--- src/rtl/input_conditioner.sv ---
// input_conditioner: synchronise and debounce eight slow inputs, then hold the last
// one-hot code of each 4-bit group so downstream decoders never see illegal values.
module input_conditioner #(
    parameter int DEBOUNCE_CYCLES = 500000
) (
    input  logic       clk,
    input  logic       reset,
    input  logic [3:0] sensor_raw,
    input  logic [3:0] op_raw,
    output logic [3:0] sensor_clean,
    output logic [3:0] op_clean,
    output logic       sensor_valid,
    output logic       op_valid,
    output logic [3:0] sensor_held,
    output logic [3:0] op_held,
    output logic       change_strobe
);
    localparam int CNT_W = $clog2(DEBOUNCE_CYCLES + 1);
    localparam logic [CNT_W-1:0] CNT_MAX = CNT_W'(DEBOUNCE_CYCLES - 1);

    logic [7:0]       sync1_q, sync2_q;
    logic [7:0]       clean_q, clean_d;
    logic [CNT_W-1:0] cnt_q [8];
    logic [CNT_W-1:0] cnt_d [8];
    logic [3:0]       s_held_q, s_held_d, o_held_q, o_held_d;
    logic             strobe_q, strobe_d;
    logic             s_upd, o_upd;

    always_comb begin
        clean_d = clean_q;
        for (int i = 0; i < 8; i++) begin
            cnt_d[i]   = (sync2_q[i] == clean_q[i] || cnt_q[i] == CNT_MAX) ? '0 : cnt_q[i] + 1'b1;
            clean_d[i] = (sync2_q[i] != clean_q[i] && cnt_q[i] == CNT_MAX) ? sync2_q[i] : clean_q[i];
        end
        sensor_valid = $countones(clean_q[3:0]) == 1;
        op_valid     = $countones(clean_q[7:4]) == 1;
        s_upd        = sensor_valid && clean_q[3:0] != s_held_q;
        o_upd        = op_valid && clean_q[7:4] != o_held_q;
        s_held_d     = s_upd ? clean_q[3:0] : s_held_q;
        o_held_d     = o_upd ? clean_q[7:4] : o_held_q;
        strobe_d     = s_upd || o_upd;
    end

    always_ff @(posedge clk or negedge reset) begin
        if (!reset) begin
            sync1_q  <= '0;
            sync2_q  <= '0;
            clean_q  <= '0;
            for (int i = 0; i < 8; i++) cnt_q[i] <= '0;
            s_held_q <= 4'b0001;
            o_held_q <= 4'b0001;
            strobe_q <= 1'b0;
        end else begin
            sync1_q  <= {op_raw, sensor_raw};
            sync2_q  <= sync1_q;
            clean_q  <= clean_d;
            for (int i = 0; i < 8; i++) cnt_q[i] <= cnt_d[i];
            s_held_q <= s_held_d;
            o_held_q <= o_held_d;
            strobe_q <= strobe_d;
        end
    end

    assign sensor_clean  = clean_q[3:0];
    assign op_clean      = clean_q[7:4];
    assign sensor_held   = s_held_q;
    assign op_held       = o_held_q;
    assign change_strobe = strobe_q;
endmodule

--- config.mk ---
export PLATFORM = sky130hd
export DESIGN_NAME = input_conditioner
export DESIGN_NICKNAME = d
export VERILOG_FILES = /design/src/rtl/input_conditioner.sv
export SDC_FILE = /design/constraint.sdc
export NUM_CORES = 1
export LEC_CHECK = 0
export CAP_MARGIN = 30
export CELL_PAD_IN_SITES_DETAIL_PLACEMENT = 1
export CELL_PAD_IN_SITES_GLOBAL_PLACEMENT = 1
export CORE_MARGIN = 2
export CORE_UTILIZATION = 49
export CTS_BUF_LIST = sky130_fd_sc_hd__clkbuf_8 sky130_fd_sc_hd__clkbuf_16
export CTS_CLUSTER_DIAMETER = 100
export DETAILED_ROUTE_END_ITERATION = 6
export PLACE_DENSITY_LB_ADDON = 0.1
export SKIP_CTS_REPAIR_TIMING = 1
export SLEW_MARGIN = 30
export SYNTH_ARGS = -nofsm -noshare
export SYNTH_HDL_FRONTEND = slang
export SYNTH_SLANG_ARGS = --single-unit
--- constraint.sdc ---
create_clock -name clk -period 3.3 [get_ports clk]
set_input_delay 0.33 -clock clk [delete_from_list [all_inputs] [get_ports clk]]
set_output_delay 0.33 -clock clk [all_outputs]
set_load 0.05 [all_outputs]
==> results of run 1 <==
==> placed cells by master (no fill, tap or decap), drive strengths merged, types with 19 or more instances in the layout <==
| cell | n |
|---|---|
| nor4 | 31 |
| xor2 | 54 |
| clkbuf | 21 |
| inv | 40 |
| dfrtp | 183 |
| clkdlybuf4s50 | 25 |
| or3 | 19 |
| nand3 | 53 |
| a21oi | 29 |
| o21ai | 20 |
| nand2 | 38 |
| xnor2 | 68 |
| nor2 | 140 |
| nand4 | 48 |
==> flip-flops by register name, summed over array words and instances (netlist names) <==
register / count
cnt_q: 152
clean_q: 8
sync1_q: 8
sync2_q: 8
op_held: 4
sensor_held: 4
change_strobe: 1
==> cells by family after synthesis <==
logic type | share of synthesized area [%]
buffers and inverters | 2.80
AOI/OAI and AO/OA | 4.87
and+or+nand+nor | 24.1
adders and majority gates | 2.13
DFF | 51.9
xor gates and xnor gates | 12.0
muxes | 2.24
==> per-layer routing <==
| metal | global-route usage (%) | routed length [um] | up-vias | share of wire (%) |
|---|---|---|---|---|
| li1 | - | - | 3144 | - |
| met1 | 29.5 | 9450 | 3359 | 46 |
| met2 | 38.7 | 10300 | 44 | 50 |
| met3 | 3.80 | 356 | 22 | 1.7 |
| met4 | 6.43 | 281 | 0 | 1.4 |
| met5 | 0 | 0 | - | 0 |
==> where the power goes <==
| part | internal, mW | switching (mW) | total [mW] | leakage (nW) |
|---|---|---|---|---|
| clock | 1.34 | 0.903 | 2.24 | 0.318 |
| combinational | 0.0457 | 0.101 | 0.146 | 1.34 |
| sequential | 2.30 | 0.0319 | 2.33 | 2.52 |
| total | 3.69 | 1.04 | 4.72 | 4.18 |
==> final timing paths <==
check	to	slack, ns	cells past startpoint
worst max-delay path	sensor_valid	0.17	7
worst min-delay path	sync1_q[1]	0.33	1
worst max register to register	sensor_held[3]	0.63	7
worst min register to register	sync2_q[6]	0.35	0
max in group asynchronous	sensor_held[0]	1.88	3
min in group asynchronous	cnt_q[44]	0.46	2
==> critical path, stage by stage (launching register included) <==
cell and delay, ns:
dfrtp_1 0.45, inv_1 0.11, fa_1 0.56, inv_1 0.05, ha_1 0.17, ha_1 0.28
nor3b_2 0.53, buf_12 0.21
==> through the flow <==
| step | utilization, % | instance area, um^2 | total power, mW |
|---|---|---|---|
| floorplan | - | 8930 | 2.44 |
| global placement | 52.9 | 9460 | 2.51 |
| detailed placement | 52.9 | 9460 | 2.53 |
| CTS | 56.5 | 10100 | 4.78 |
| global route | 56.7 | 10100 | 4.90 |
| finish | 56.7 | 10100 | 4.72 |
==> cell type report <==
| cell class | count | share of cell area (%) |
|---|---|---|
| sequential | 185 | 45.7 |
| multi-input combinational | 630 | 40.0 |
| clock buffer | 20 | 4.60 |
| timing repair buffer | 37 | 3.73 |
| tap | 229 | 2.82 |
| clock inverter | 12 | 1.83 |
| inverter | 37 | 1.37 |
==> impl_metrics.tcl, run 1 <==
set metrics [dict create \
    worstReg2RegStart "clean_q[0]" \
    portBuffers 28 \
    crit_start "clean_q[0]" \
    die_w_um 139 \
    cts_root_buffer "clkbuf_16" \
    pre_cts_ws_ns 0.623 \
    clkLatencyLatePin_ns 0.43 \
    yosysTopAreaCellShare_pct 51.3 \
    fin_worst_hold_slack_ns 0.330 \
    drtIter0Drc 253 \
    grt_max_degree 78 \
    netlist_instances 876 \
    min_from "sensor_raw[1]" \
    clock_skew_ns 0.0122 \
    setup_ws_ns 0.172 \
    nFillCells 1931 \
    vias_per_cell 5.71 \
    gp_congestion 0.787 \
    ios 29 \
    crit_fanout 6 \
    layout-area-overhead-vs-synth_pct 13.7 \
    cts_max_path_buffers 2 \
    finalHoldViolations 0 \
    final_cells 1150 \
    cellLeakagePower_nw 4.18 \
    min_period_over_period_pct 94.8 \
    start_util_pct 49.8 \
    async_flop_share_pct 100 \
    drv_cap 0 \
    hp-class "input pin to register" \
    powerDensity_mw_per_mm2 466 \
    ant_nets 0 \
    ff_latch_area_mm2 0.00463 \
    routedWlPerCell_um 17.7 \
    rsz0062_at_grt "false" \
    grtUsageTotal_pct 22.5 \
    row_count 49 \
    final_nets 932 \
    die_h_um 139 \
    outcome "finished clean" \
    antenna_found_initial 0 \
    overflow 0 \
    drive_gt1_share_pct 9.01 \
    synth_seq_cells 185 \
    grt_pass1_wl_mm 35.6 \
    cp-start-kind "register" \
    yosysMostFrequentCell "dfrtp_1" \
    fmax_mhz 320 \
    avgSynthCellArea_um2 10.2 \
    synth_top_cells_by_count "183 x dfrtp_1, 140 x nor2_1, 68 x xnor2_1, 54 x xor2_1, 51 x nand3_1" \
    seq_area_frac_synth_pct 51.9 \
    grt_pass1_vias 7181 \
    required_ns 2.97 \
    ys_top_cells_by_area "dfrtp_1 51%, xnor2_1 6.7%, nor2_1 5.9%" \
    core_mm2 0.0179 \
    critPathArrivalTime_ns 2.80 \
    synth_cell_types 50 \
    ir_drop_uv 549 \
    synth.net_count 900 \
    hpwl_mm 13.9 \
    synth_area_mm2 0.00892 \
    setup_tns_ns 0 \
    finalMaxSlewViolations 0 \
    synth_flop_cell "dfrtp_1" \
    multi_input_area_mm2 0.00406 \
    synth-edff-count 0 \
    setup_viol 0 \
    drc 0 \
    cp-end-kind "output pin" \
    clk_pin_slew_ns 0.07 \
    via_count 6569 \
    cts_inserted_buffers 17 \
    worstSetupPathType "register to output pin" \
    diodes 0 \
    yosysWarnings 0 \
    max_slew_margin_pct 46.3 \
    clock_sinks 185 \
    routed_wl_mm 20.4 \
    drtPass1Iterations 4 \
    max_slew.worst_pin.slew_ns 0.805 \
    dp_cells 1116 \
    cts_tree "built" \
    yosys.area.top_type "dfrtp_1" \
    dieArea_mm2 0.0193 \
    htree_levels 4 \
    post-route-min-period_ns 3.13 \
]
(Power assumes the default switching activity.)
==> run 2: changes to the inputs <==
--- a/config.mk
+++ b/config.mk
@@ -12,6 +12,7 @@
 export CORE_UTILIZATION = 49
 export CTS_BUF_LIST = sky130_fd_sc_hd__clkbuf_8 sky130_fd_sc_hd__clkbuf_16
 export CTS_CLUSTER_DIAMETER = 100
+export CTS_CLUSTER_SIZE = 40
 export DETAILED_ROUTE_END_ITERATION = 6
 export PLACE_DENSITY_LB_ADDON = 0.1
 export SKIP_CTS_REPAIR_TIMING = 1
==> results of run 2 <==
No change in the layout: final DEF, timing and power equal those of run 1.
==> run 3: changes to the inputs <==
--- a/config.mk
+++ b/config.mk
@@ -15,7 +15,7 @@
 export CTS_CLUSTER_SIZE = 40
 export DETAILED_ROUTE_END_ITERATION = 6
 export PLACE_DENSITY_LB_ADDON = 0.1
-export SKIP_CTS_REPAIR_TIMING = 1
+export SETUP_SLACK_MARGIN = 0.4
 export SLEW_MARGIN = 30
 export SYNTH_ARGS = -nofsm -noshare
 export SYNTH_HDL_FRONTEND = slang
==> impl_metrics.tcl, run 3 (same netlist as run 1, synthesis figures left out) <==
set metrics [dict create \
    outcome "finished clean" \
    drive_gt1_share_pct 9.53 \
    overflow 0 \
    grt_pass1_vias 7063 \
    htree_levels 4 \
    ant_nets 0 \
    gp_congestion 0.844 \
    required_ns 2.97 \
    max_slew_margin_pct 46.8 \
    clock_skew_ns 0.0119 \
    routed_wl_mm 20.6 \
    cp-end-kind "output pin" \
    antenna_found_initial 0 \
    ios 29 \
    clkLatencyLatePin_ns 0.43 \
    dpl_cell_area_mm2 0.00946 \
    grtUsageTotal_pct 22.0 \
    final_nets 934 \
    hpwl_mm 14.0 \
    vias_per_cell 5.70 \
    die_h_um 139 \
    post-route-min-period_ns 2.77 \
    grt_pass1_wl_mm 35.0 \
    worstReg2RegStart "clean_q[0]" \
    finalMaxSlewViolations 0 \
    diodes 0 \
    fmax_mhz 361 \
    crit_fanout 6 \
    clock_sinks 185 \
    layout-area-overhead-vs-synth_pct 13.3 \
    cts_tree "built" \
    drc 0 \
    max_slew.worst_pin.slew_ns 0.797 \
    min_from "op_raw[2]" \
    finalHoldViolations 0 \
    cp-start-kind "register" \
    regMostFlops "cnt_q" \
    drtPass1Iterations 4 \
    hp-class "input pin to register" \
    cts_max_path_buffers 2 \
    largest_reg_flops 152 \
    routedWlPerCell_um 17.9 \
    drv_cap 0 \
    cts_inserted_buffers 17 \
    portBuffers 28 \
    powerDensity_mw_per_mm2 455 \
    die_w_um 139 \
    cellLeakagePower_nw 4.15 \
    cts_root_buffer "clkbuf_16" \
    crit_start "clean_q[0]" \
    worstSetupPathType "register to output pin" \
    stdcell_area_mm2 0.0101 \
    core_mm2 0.0179 \
    clk_pin_slew_ns 0.07 \
    setup_tns_ns 0 \
    layout_common_cells "177 x dfrtp_1, 140 x nor2_1, 68 x xnor2_1" \
    row_count 49 \
    nFillCells 1952 \
    via_count 6571 \
    mostFrequentLayoutCell "dfrtp_1" \
    dieArea_mm2 0.0193 \
    setup_viol 0 \
    critPathArrivalTime_ns 2.44 \
    rsz0062_at_grt "false" \
    drtIter0Drc 224 \
    grt_max_degree 89 \
    min_period_over_period_pct 84.0 \
    ir_drop_uv 377 \
    start_util_pct 49.8 \
]
==> run 3: cell count changes in the layout (fill, tap and decap cells not counted), moves of 2 or more <==
| cell | change |
|---|---|
| buf_12 | -2 |
| dfrtp_2 | +6 |
| dfrtp_1 | -6 |
| buf_4 | +2 |
| clkinvlp_4 | +2 |
| inv_1 | +3 |
| inv_6 | -2 |
| buf_6 | +2 |
==> run 3: cell type report <==
type	instances	area (um^2)	area share (%)
clock buffers	19	453	4.48
clock inverters	13	155	1.53
inverters	37	139	1.37
multi-input cells	630	4060	40.2
flip-flops and latches	185	4640	45.9
well taps	229	287	2.83
repair buffers	39	375	3.71
==> run 3: per-stage QoR <==
step / hold slack [ns] / worst slack, ns / power [mW] / util (%) / instances
global placement: 0.333 / 0.864 / 2.51 / 52.8 / 1116
floorplan: 0.0344 / 0.494 / 2.44 / - / 876
global route: 0.332 / 0.405 / 4.77 / 56.5 / 1152
finish: 0.336 / 0.528 / 4.60 / 56.5 / 1152
CTS: 0.325 / 0.488 / 4.65 / 56.4 / 1151
detailed placement: 0.338 / 0.813 / 2.52 / 52.8 / 1116
==> run 3: critical path: stages, from the launching register on <==
cell and delay [ns]:
dfrtp_2 0.42, inv_1 0.08, fa_1 0.53, inv_1 0.04, ha_1 0.17, ha_1 0.31
nor3b_4 0.27, buf_6 0.20
==> run 3: where the power goes <==
| part | total [mW] | internal [mW] | switching [mW] |
|---|---|---|---|
| Combinational | 0.146 | 0.0455 | 0.100 |
| Clock | 2.12 | 1.23 | 0.892 |
| Sequential | 2.33 | 2.30 | 0.0325 |
| Total | 4.60 | 3.57 | 1.02 |
==> run 3: repair_timing <==
| item | CTS | global route |
|---|---|---|
| gates cloned | 0 | 0 |
| setup buffers | 2 | 0 |
| gates resized for setup | 0 | 2 |
| hold buffers | 1 | 0 |
| hold endpoints to repair | 55 | 0 |
| pin swaps | 2 | 0 |
| endpoints found under the setup margin | 2 | 2 |
==> run 3: worst paths after layout <==
check / end / depth (start not counted) / slack, ns
max in group asynchronous: cnt_q[110] / 3 / 1.87
setup / recovery: sensor_valid / 7 / 0.53
hold reg to reg: sync2_q[3] / 0 / 0.35
hold / removal: sync1_q[6] / 1 / 0.34
min in group asynchronous: cnt_q[134] / 2 / 0.51
setup reg to reg: sensor_held[1] / 8 / 0.83
==> run 3: per-layer routing <==
metal | GRT usage (%) | wire length (um) | up-vias
met5 | 0 | 0 | -
met4 | 4.84 | 164 | 0
met3 | 5.21 | 564 | 10
met2 | 39.4 | 10900 | 52
met1 | 27.3 | 8950 | 3363
li1 | - | - | 3146
